[config.mk]
export PLATFORM = sky130hd
export DESIGN_NAME = decoder_nto2n_reg
export DESIGN_NICKNAME = d
export VERILOG_FILES = /design/src/rtl/decoder_nto2n_reg.sv
export SDC_FILE = /design/constraint.sdc
export NUM_CORES = 1
export LEC_CHECK = 0
export ABC_AREA = 1
export CORE_MARGIN = 8
export CORE_UTILIZATION = 50
export DETAILED_ROUTE_END_ITERATION = 12
export PLACE_DENSITY = 0.78
export SLEW_MARGIN = 5
export SYNTH_ARGS = -nofsm -noshare
export SYNTH_HDL_FRONTEND = slang
export SYNTH_SLANG_ARGS = --single-unit
[constraint.sdc]
create_clock -name clk -period 1.6 [get_ports clk]
set_input_delay 0.16 -clock clk [delete_from_list [all_inputs] [get_ports clk]]
set_output_delay 0.16 -clock clk [all_outputs]
set_load 0.005 [all_outputs]
[src/rtl/decoder_nto2n_reg.sv]
// Registered N-to-2^N one-hot decoder with a free-running scan mode.
// Decode transfers use a valid/ready handshake; scan steps one bit every SCAN_DIV cycles.
module decoder_nto2n_reg #(
    parameter int N          = 3,
    parameter int SCAN_DIV   = 4,
    parameter bit ACTIVE_LOW = 1'b0
) (
    input  logic               clk,
    input  logic               rst_n,
    input  logic               en,
    input  logic               mode,
    input  logic               in_valid,
    input  logic [N-1:0]       in,
    output logic               in_ready,
    output logic [(1<<N)-1:0]  y,
    output logic               y_valid
);

    localparam int W  = 1 << N;
    localparam int DW = (SCAN_DIV <= 1) ? 1 : $clog2(SCAN_DIV);
    localparam logic [DW-1:0] DIV_LAST = DW'(SCAN_DIV - 1);

    typedef enum logic [1:0] {
        IDLE   = 2'd0,
        DECODE = 2'd1,
        SCAN   = 2'd2
    } state_t;

    state_t        state_q, state_d;
    logic [W-1:0]  onehot_q, onehot_d;
    logic [DW-1:0] div_q, div_d;
    logic          valid_d;
    logic          accept;

    assign in_ready = en & ~mode;
    assign accept   = in_valid & in_ready;
    assign y        = ACTIVE_LOW ? ~onehot_q : onehot_q;

    always_ff @(posedge clk or negedge rst_n) begin
        if (!rst_n) begin
            state_q  <= IDLE;
            onehot_q <= '0;
            div_q    <= '0;
            y_valid  <= 1'b0;
        end else begin
            state_q  <= state_d;
            onehot_q <= onehot_d;
            div_q    <= div_d;
            y_valid  <= valid_d;
        end
    end

    // Priority: en=0 clears everything, then mode=1 (scan), then a decode transfer.
    always_comb begin
        state_d  = state_q;
        onehot_d = onehot_q;
        div_d    = div_q;
        valid_d  = y_valid;
        if (!en) begin
            state_d  = IDLE;
            onehot_d = '0;
            div_d    = '0;
            valid_d  = 1'b0;
        end else begin
            unique case (state_q)
                IDLE, DECODE: begin
                    if (mode) begin
                        state_d  = SCAN;
                        onehot_d = W'(1);
                        div_d    = '0;
                        valid_d  = 1'b1;
                    end else if (accept) begin
                        state_d  = DECODE;
                        onehot_d = W'(1) << in;
                        valid_d  = 1'b1;
                    end
                end
                SCAN: begin
                    if (mode) begin
                        if (div_q == DIV_LAST) begin
                            onehot_d = {onehot_q[W-2:0], onehot_q[W-1]};
                            div_d    = '0;
                        end else begin
                            div_d = div_q + DW'(1);
                        end
                    end else if (accept) begin
                        state_d  = DECODE;
                        onehot_d = W'(1) << in;
                        div_d    = '0;
                        valid_d  = 1'b1;
                    end else begin
                        state_d  = IDLE;
                        onehot_d = '0;
                        div_d    = '0;
                        valid_d  = 1'b0;
                    end
                end
                default: begin
                    state_d  = IDLE;
                    onehot_d = '0;
                    div_d    = '0;
                    valid_d  = 1'b0;
                end
            endcase
        end
    end

endmodule

# Word level (Yosys, flattened, before mapping)
# Index checks and enable logic that the tools add are counted.
dict set report word_totals {
  reg_bits 13
  elab_cells 44
  inputBits 8
  output_inout_bits 10
}
dict set report classes {
  n_shift 1
  n_bitwise 3
  n_reduce_logical 4
  eq_ne 7
  muxes 24
  n_addsub 1
}
# cell n
set op_table {}
lappend op_table {{$mux 8} 6}
lappend op_table {{$mux 2} 8}
lappend op_table {{$pmux 8 s2} 1}
lappend op_table {{$ne 4x4->1 const B} 2}
lappend op_table {{$pmux 2 s2} 2}
lappend op_table {{$shl 1x3->8 const A} 1}
lappend op_table {{$mux 1} 6}
lappend op_table {{$ne 3x3->1 const B} 2}
lappend op_table {{$eq 2x2->1 const B} 2}
lappend op_table {{$reduce_and 2->1} 2}
lappend op_table {{$add 2x1->2 const B} 1}
lappend op_table {{$and 1x1->1} 2}
lappend op_table {{$eq 2x1->1 const B} 1}
lappend op_table {{$logic_not 2->1} 1}
lappend op_table {{$pmux 1 s2} 1}
lappend op_table {{$reduce_or 2->1} 1}
lappend op_table {{$not 1->1} 1}

# Longest topological paths before layout
dict set report depth {
  depth_word 7
  mapped_depth 8
  ltp_nobuf 7
}

# Worst setup path before layout
# OpenSTA, ideal clock, no wires.
dict set report synth_path {
  kind {reg2reg}
  from {register state_q[1]}
  to {register onehot_q[1], in the netlist y[1]}
  synth_period_minus_slack_ns 1.125
  stages_incl_launch_ff 7
  t_required_ns 1.484
  arrival_ns 1.009
  setup_ns 0.116
  path_slack_ns 0.475
  path_buffers 0
  path_cell_list {dfrtp_1 > nor2_4 > nand3b_4 > nand2_4 > nor2_4 > nand2_1 > nand2_1}
}
dict set report synth_between {
  elab_chain_cells 4
  elab_cells_between_ends 9
  classes_between {4 x eq/ne; 2 x mux; 3 x reduce/logical}
}
# element line
set synth_lines {}
lappend synth_lines {{start, declared} 29} ;# state_t state_q, state_d;
lappend synth_lines {{start signal, assigned} 46} ;# state_q <= state_d;
lappend synth_lines {{$eq 2x1->1 / $logic_not 2->1 (equally long branches)} 65} ;# unique case (state_q)
lappend synth_lines {{$reduce_or 2->1} 65}
lappend synth_lines {{$ne 4x4->1 (no source line) / $pmux 8 s2 (equally long branches)} -}
lappend synth_lines {{$reduce_and 2->1 (no source line) / $mux 8 (equally long branches)} -}
lappend synth_lines {{end signal, assigned} 47} ;# onehot_q <= onehot_d;
lappend synth_lines {{end, declared} 30} ;# logic [W-1:0] onehot_q, onehot_d;
# Parallel ways exist; a longest one is shown, timed or not.
# A chain may end at the register's enable or synchronous reset.

# Final worst setup path
dict set report layout_path {
  from {input port en}
  to {output port in_ready}
}
dict set report layout_between {
  elab_chain_cells 1
}
# element line
set layout_lines {}
lappend layout_lines {{start, declared} 10} ;# input logic en,
lappend layout_lines {{$and 1x1->1} 35} ;# assign in_ready = en & ~mode;
lappend layout_lines {{end, declared} 14} ;# output logic in_ready,
# No other way between the ends.

==> metrics.txt <==
DRT Wirelength 2178 um; Peak supply drop 0.3586 mV; RSZ-0062 raised after global routing no; Final Cycle Share 0.9216; Seq/Total Area, Yosys 0.3616; synthesized area per cell 6.426 um^2; Root Buffer clkbuf_4; Avg Vias per Cell 4.920; post-layout min period 1.475 ns; Clock Sinks 13; first-pass GRT wire length roughly 3700 um; crit end category primary output; Yosys top cell by area dfrtp_1; max cap viols 0; Async S/R FF share, synth 1.000; Sum Neg Setup Slack 0 ns; CTS resizes 0; floorplan die width around 58 um; most frequent cell after synthesis nand2_1; Primary FF master, synth dfrtp_1; pins over their slew limit 0; Worst Tran Pin Value around 0.6 ns; Setup Crit Path Kind input pin to primary output; total I/O pin count 18; post-synth top area share 0.3616; vias in the first global route 920; worst skew pair latency roughly 0.27 ns; port bufs 17; Syn. warnings 0; DRT iter0 DRCs 28; DIE AREA around 3400 um^2; Max Clk Rate 678.2 MHz; Critical Path RT 1.44 ns; H-tree depth 1; syn_nets 149; hpwl dp 1696 um; # DRC 0; Startpoint Class input pin; core footprint 1708 um^2; ant diodes 0; Util after Layout 0.6659; Die Height 58.42 um; layout cells sized above 1 0.08642; gr ovfl total 0; CP Max Fanout 2; Post-synth EDFFs 0; gpl congestion just over 0.9; initial core utilization 0.5267; DRT antenna net count 0; CTS tree done; Synth area leaders dfrtp_1, nand2_1, nor2_1; pwr dens 623.2 nW/um^2; initial antenna violation count 0; Syn-to-layout area delta 26.43%; GRT Util Overall 0.1364; Post-CTS Hold Fix Bufs 0; Hold Vio Cnt, Final 0; HP Class input pin to asynchronous set/reset pin; endpoints failing setup 0; Seq cells post-synth 13; row count 15; outcome completed; detailed-route via count 920; largest net degree at the start of global routing 14; P_leak 0.6307 nW; clock-pin slew on the worst setup and hold paths 0.08 ns; Mapped Area 899.6 um^2; post-CTS setup buffers 0; clk_skew approximately 0.0068 ns; Bufs on Longest Clock Path 2; routed length per instance approximately 12 um; CTS buffer count 3; Synth top cells by count nand2_1, nor2_1, inv_1; Rel. slew slack 0.6007; DR pass1 iterations 6; distinct cell type count after synthesis 16; Mapped Cells 140; nets@finish roughly 170; Critical Path AT 1.31 ns
==> sequential cells by signal (all words and copies together), names as in the netlist <==
| register | count |
|---|---|
| y | 8 |
| state_q | 2 |
| div_q | 2 |
| y_valid | 1 |
==> area by class of cell <==
class | count | area, um^2
clock buffers | 4 | 26.28
flip-flops and latches | 13 | 325.3
multi-input cells | 110 | 509.2
fillers | 159 | 570.5
repair buffers | 19 | 185.2
inverters | 16 | 60.06
well taps | 25 | 31.28
==> critical path, stage by stage <==
cell and delay, ns:
clkdlybuf4s50_1 0.49, inv_1 0.06, nor2_1 0.09, clkdlybuf4s50_1 0.51
==> layer usage <==
metal	wire length, um	share of wire	vias to the layer above	GRT usage
met1	922	0.42	427	0.1520
met4	33	0.015	0	0.05944
met3	103	0.047	4	0.03696
met2	1119	0.51	21	0.2362
met5	0	0	-	0
li1	-	-	468	-
==> logic make-up after synthesis <==
family,after synthesis,synth area share
and+or+nand+nor,105,0.5299
buffers and inverters,17,0.07231
DFF,13,0.3616
AOI/OAI and AO/OA,4,0.02224
adders and majority gates,1,0.01391
==> through the flow <==
stage	hold WS (ns)	cell area (um^2)	worst slack [ns]	cells	power [mW]
final	0.2557	1137	0.1254	187	0.7088
after global routing	0.3115	1137	0.04726	187	0.7488
after CTS	0.2876	1137	0.1260	187	0.7163
after detailed placement	0.4834	1111	-0.02165	183	0.5125
after global placement	0.4660	1111	-0.009490	183	0.5103
after floorplan	-0.1356	899.6	0.4749	140	0.4395
==> worst paths after layout <==
check	startpoint	endpoint	slack [ns]	cells past startpoint
worst max-delay path	en	in_ready	0.13	4
worst min-delay path	rst_n	state_q[0]	0.26	1
worst max register to register	state_q[1]	y[1]	0.30	6
worst min register to register	div_q[1]	div_q[1]	0.49	2
max in group asynchronous	rst_n	y[3]	0.95	1
min in group clk	div_q[1]	div_q[1]	0.49	2
==> placed cells by master, fill, tap and decap left out, drive strengths merged <==
| cell | instances |
|---|---|
| a21oi | 1 |
| buf | 2 |
| clkbuf | 4 |
| clkdlybuf4s50 | 17 |
| dfrtp | 13 |
| ha | 1 |
| inv | 16 |
| nand2 | 66 |
| nand3 | 12 |
| nand3b | 1 |
| nor2 | 25 |
| nor3 | 1 |
| o21ai | 3 |
==> where the power goes <==
| part | switching (mW) | internal (mW) |
|---|---|---|
| Combinational | 0.0852 | 0.0644 |
| Clock | 0.107 | 0.0964 |
| Sequential | 0.0146 | 0.341 |
| Total | 0.207 | 0.502 |
Power figures use the tool's default switching activity.
==> patch 1, RTL diff (config.mk and constraints unchanged) <==
`ACTIVE_LOW`: 1'b0 -> 1'b1.
--- a/src/rtl/decoder_nto2n_reg.sv
+++ b/src/rtl/decoder_nto2n_reg.sv
@@ -4,5 +4,5 @@
     parameter int N          = 3,
     parameter int SCAN_DIV   = 4,
-    parameter bit ACTIVE_LOW = 1'b0
+    parameter bit ACTIVE_LOW = 1'b1
 ) (
     input  logic               clk,
Formal check against the unedited RTL: not equivalent (Yosys sat finds a counterexample within 4 cycles, from zero or initial values and one cycle with rst_n low).
==> patch 1 against the unedited design <==
Synthesized cell count down 14%; area after synthesis down 9.9%; setup slack worse by 0.061 ns; non-clock buffer count down 1; global-route usage down 0.54 points; via count down 14%; power down 2.1%; design area down 9.0%; critical path depth down 1; first-iteration DRC count down 14%; routed wire length down 10%; sequential cell count unchanged.
==> patch 1: results (changes against the unedited design) <==
[synthesis]
yosysUniqueCellTypes = 13  ; -3
synth.yosys.seq_area_share = 0.401  ; +0.0396
synth_async_sr_flop_share = 1.00  ; unchanged
mean_instance_size_in_the_synthesized_netlist_um2 = 6.76  ; +5.1%
yosys_most_used_dff = dfrtp_1
post_synth_fa_ha_maj_area_fraction = 0.0154  ; +0.00152
yosys_warnings = 0  ; unchanged
synth_top_cells_by_area = dfrtp_1, nand2_1, inv_1
netlist_top_cells_count = nand2_1, inv_1, dfrtp_1
synth_compound_area_frac = 0.0648  ; +0.0426
synth_xor_xnor_area_share = 0  ; unchanged
syn_nets = 129  ; -13%
synth.most_common_cell = nand2_1
post_synthesis_mux_area_share = 0  ; unchanged

[cts]
clock_latency_reported_for_the_late_side_of_the_worst_skew_pair_ns = 0.28
max-clock-path-buffers = 2  ; unchanged
ctsResizeCount = 0  ; unchanged
worst_setup_hold_path_clk_slew_ns = 0.08  ; about the same
postCtsSetupRepairBufs = 0  ; unchanged
cts_root_cell = clkbuf_4
tritoncts.num_buffers = 3  ; unchanged
cts_htree_levels = 1  ; unchanged

[drt]
routed-via-count = 790  ; -14%
first_drt_iteration_drcs = 24  ; -14%
firstDrtPassIters = 4  ; -2
avgRoutedWirePerCell_um = 12.4  ; +6.3%
avgViaCountPerCell = 5.00  ; +1.6%

[placed_design]
dp_slack_ns = 0.0762  ; +0.0979 ns
place_hpwl_mm = 1.51  ; -11%
gp_congestion = 0.841  ; -8.2%
place.port_buffers = 17  ; unchanged
placed_cell_area_um2 = 1010  ; -9.2%

[worst_hold_path]
hp-class = primary input to async pin

[run_status]
status = finished clean

[global_routing]
grt_max_degree = 14  ; unchanged
met2_usage = 0.200  ; -0.0365
antenna_found_initial = 0  ; unchanged
globalRouteMet1Util = 0.174  ; +0.0219
track_usage = 0.131  ; -0.00535
grt_pass1_vias = 786  ; -15%
first_pass_grt_wire_length_mm = 3.51  ; -5.8%
grtUsageMet3 = 0.0337  ; -0.00325

[power_and_ir_drop]
p_leak_nw = 0.533  ; -16%
irDropWorstVdd_mv = 0.444  ; +24%

[critical_path]
worst_path_dominant_cell_family = buffers and inverters
crit_fanout = 4  ; +2
critical_path.slowest_cell = clkdlybuf4s50_1
critical_path.max_stage_delay_ns = 0.52
cp.arrival_ns = 1.38  ; +0.07 ns

[layout]
drive_gt1_frac = 0.0915  ; +0.00513
antenna_cells_inserted = 0  ; unchanged
design.final.nets = 152  ; -12%
biggestRegsByFlops = onehot_q (8), div_q (2), state_q (2)
n_fill_cell = 138  ; -13%

[sta]
final.setup_skew_ns = 0.00238  ; -0.00440 ns
max_slew_margin = 0.614  ; +0.0131

## patch 1: per-stage QoR
step | hold slack [ns] | utilization
2_1_floorplan | -0.136 | -
3_3_place_gp | 0.461 | 0.669
3_5_place_dp | 0.465 | 0.669
4_1_cts | 0.267 | 0.687
5_1_grt | 0.309 | 0.687
6_report | 0.244 | 0.687
## patch 1: cell families (layout without fill, tap and decap cells)
group	after synthesis	in the layout
compound gates	10	10
simple gates	75	75
flops	13	13
buf+inv	21	43
fa+ha+maj	1	1
## patch 1: area by class of cell
| type | count | share of cell area |
|---|---|---|
| tap | 16 | 0.0193 |
| sequential | 13 | 0.314 |
| timing repair buffer | 18 | 0.172 |
| inverter | 21 | 0.0762 |
| multi-input combinational | 86 | 0.393 |
| clock buffer | 4 | 0.0254 |
## patch 1: power breakdown
part	internal [mW]	switching (mW)	total [mW]	leakage, nW
logic	0.0574	0.0770	0.134	0.341
registers	0.341	0.0113	0.353	0.176
clock network	0.0969	0.110	0.207	0.0150
## patch 1: worst paths after layout
kind                       slack [ns]  cells past startpoint                       to                     from
min reg2reg                      0.48                      2  onehot_q[5]$_DFFE_PN0P_  onehot_q[5]$_DFFE_PN0P_
max                              0.06                      3                 in_ready                     mode
max in group asynchronous        0.98                      1  onehot_q[0]$_DFFE_PN0P_                    rst_n
min                              0.24                      1  onehot_q[4]$_DFFE_PN0P_                    rst_n
min in group clk                 0.48                      2  onehot_q[5]$_DFFE_PN0P_  onehot_q[5]$_DFFE_PN0P_
max reg2reg                      0.36                      7  onehot_q[0]$_DFFE_PN0P_   state_q[1]$_DFFE_PN0P_
## patch 1: layer usage
metal,up-vias,share of wire
li1,411,-
met1,350,0.53
met2,25,0.41
met3,4,0.046
met4,0,0.012
met5,-,0
==> patch 2, RTL diff (config.mk and constraints unchanged) <==
Made on the original files. The 3 states of `state_t` get a one-hot encoding in 3 bits.
--- a/src/rtl/decoder_nto2n_reg.sv
+++ b/src/rtl/decoder_nto2n_reg.sv
@@ -21,8 +21,8 @@
     localparam logic [DW-1:0] DIV_LAST = DW'(SCAN_DIV - 1);
 
-    typedef enum logic [1:0] {
-        IDLE   = 2'd0,
-        DECODE = 2'd1,
-        SCAN   = 2'd2
+    typedef enum logic [2:0] {
+        IDLE   = 3'b001,
+        DECODE = 3'b010,
+        SCAN   = 3'b100
     } state_t;
 
Check against the original RTL: same outputs for any inputs over 10 cycles, from zero or initial values and one cycle with rst_n low; not proved beyond that.
==> patch 2 against the unedited design <==
Synthesized cell count decreased by 5.0%; design area is 7.9% higher; maximum frequency fell by 3.2%; sequential cell count up 1; count of clock-buffer cells in the layout did not move; critical path depth is the same; die area rose by 4.8%; area after synthesis up 6.7%; routed wire length increased by 2.2%; first-iteration DRC count increased by 21%; setup slack worse by 0.049 ns; cell count fell by 0.53%.
Power is not compared: it rests on default switching activity, and its combinational part moved more than twofold at a synthesized area within 25%.
==> patch 2: results (changes against the unedited design) <==
[placed_design]
place_hpwl_mm = 1.70  ; +0.30%
placed_cell_area_um2 = 1200  ; +8.1%
placed_cells = 182  ; -0.55%
dp_slack_ns = 0.0380  ; +0.0597 ns
gp_congestion = 0.871  ; -4.9%

[synthesis]
yosysUniqueCellTypes = 21  ; +5
syn_nets = 142  ; -4.7%
mean_instance_size_in_the_synthesized_netlist_um2 = 7.22  ; +12%
synth_top_cells_by_area = dfrtp_1, nand2_1, nand3_1
synth.yosys.seq_area_share = 0.366  ; +0.00475
ys_seq_elements = 14  ; +1

[cts]
clock_latency_reported_for_the_late_side_of_the_worst_skew_pair_ns = 0.29  ; +0.02 ns

[layout]
comb.multi_input.count = 107  ; -2.7%
n_fill_cell = 188  ; +18%
fin_cells = 186  ; -0.53%
seqCellArea_um2 = 352  ; +8.1%
design.final.nets = 169  ; -1.7%

[drt]
first_drt_iteration_drcs = 34  ; +21%
drt-met1-wl_um = 966  ; +4.8%

[sta]
final.setup_skew_ns = 0.00543  ; -0.00134 ns
postLayoutSetupSlackWorst_ns = 0.0769  ; -0.0485 ns
tightestPinTransition_ns = 0.267  ; -0.330 ns

[global_routing]
globalRouteMet1Util = 0.163  ; +0.0110
met2_usage = 0.234  ; -0.00237
grt_pass1_vias = 884  ; -3.9%
first_pass_grt_wire_length_mm = 3.80  ; +2.2%
grt_max_degree = 15  ; +1

[critical_path]
critical_path.max_stage_delay_ns = 0.54  ; +0.03 ns
r2r-end = state_q[0]$_DFFE_PN1P_
regToRegStartpoint = state_q[0]$_DFFE_PN1P_
crit_fanout = 3  ; +1
reg2reg_setup_slack_ns = 0.21  ; -0.09 ns

[run_status]
status = finished clean

## patch 2: cell types whose count changed in the layout (fill, tap and decap cells not counted), sizes merged
| cell | unedited run | this run |
|---|---|---|
| dfstp | 0 | 1 |
| o21ai | 3 | 8 |
| clkinv | 0 | 1 |
| inv | 16 | 9 |
| buf | 2 | 7 |
| nand3b | 1 | 0 |
| nand3 | 12 | 19 |
| nor3 | 1 | 3 |
| nand2 | 66 | 64 |
| nor2 | 25 | 11 |
## patch 2: cell families after synthesis
logic type	Yosys count
AND/OR/NAND/NOR	97
flip-flops	14
buffers and inverters	12
AO/OA/AOI/OAI	9
adder cells (fa/ha/maj)	1
## patch 2: power by group
part	switching [mW]	total (mW)	internal [mW]
sequential	0.0499	0.464	0.414
clock	0.117	0.215	0.0970
combinational	0.304	0.512	0.208
total	0.471	1.19	0.719
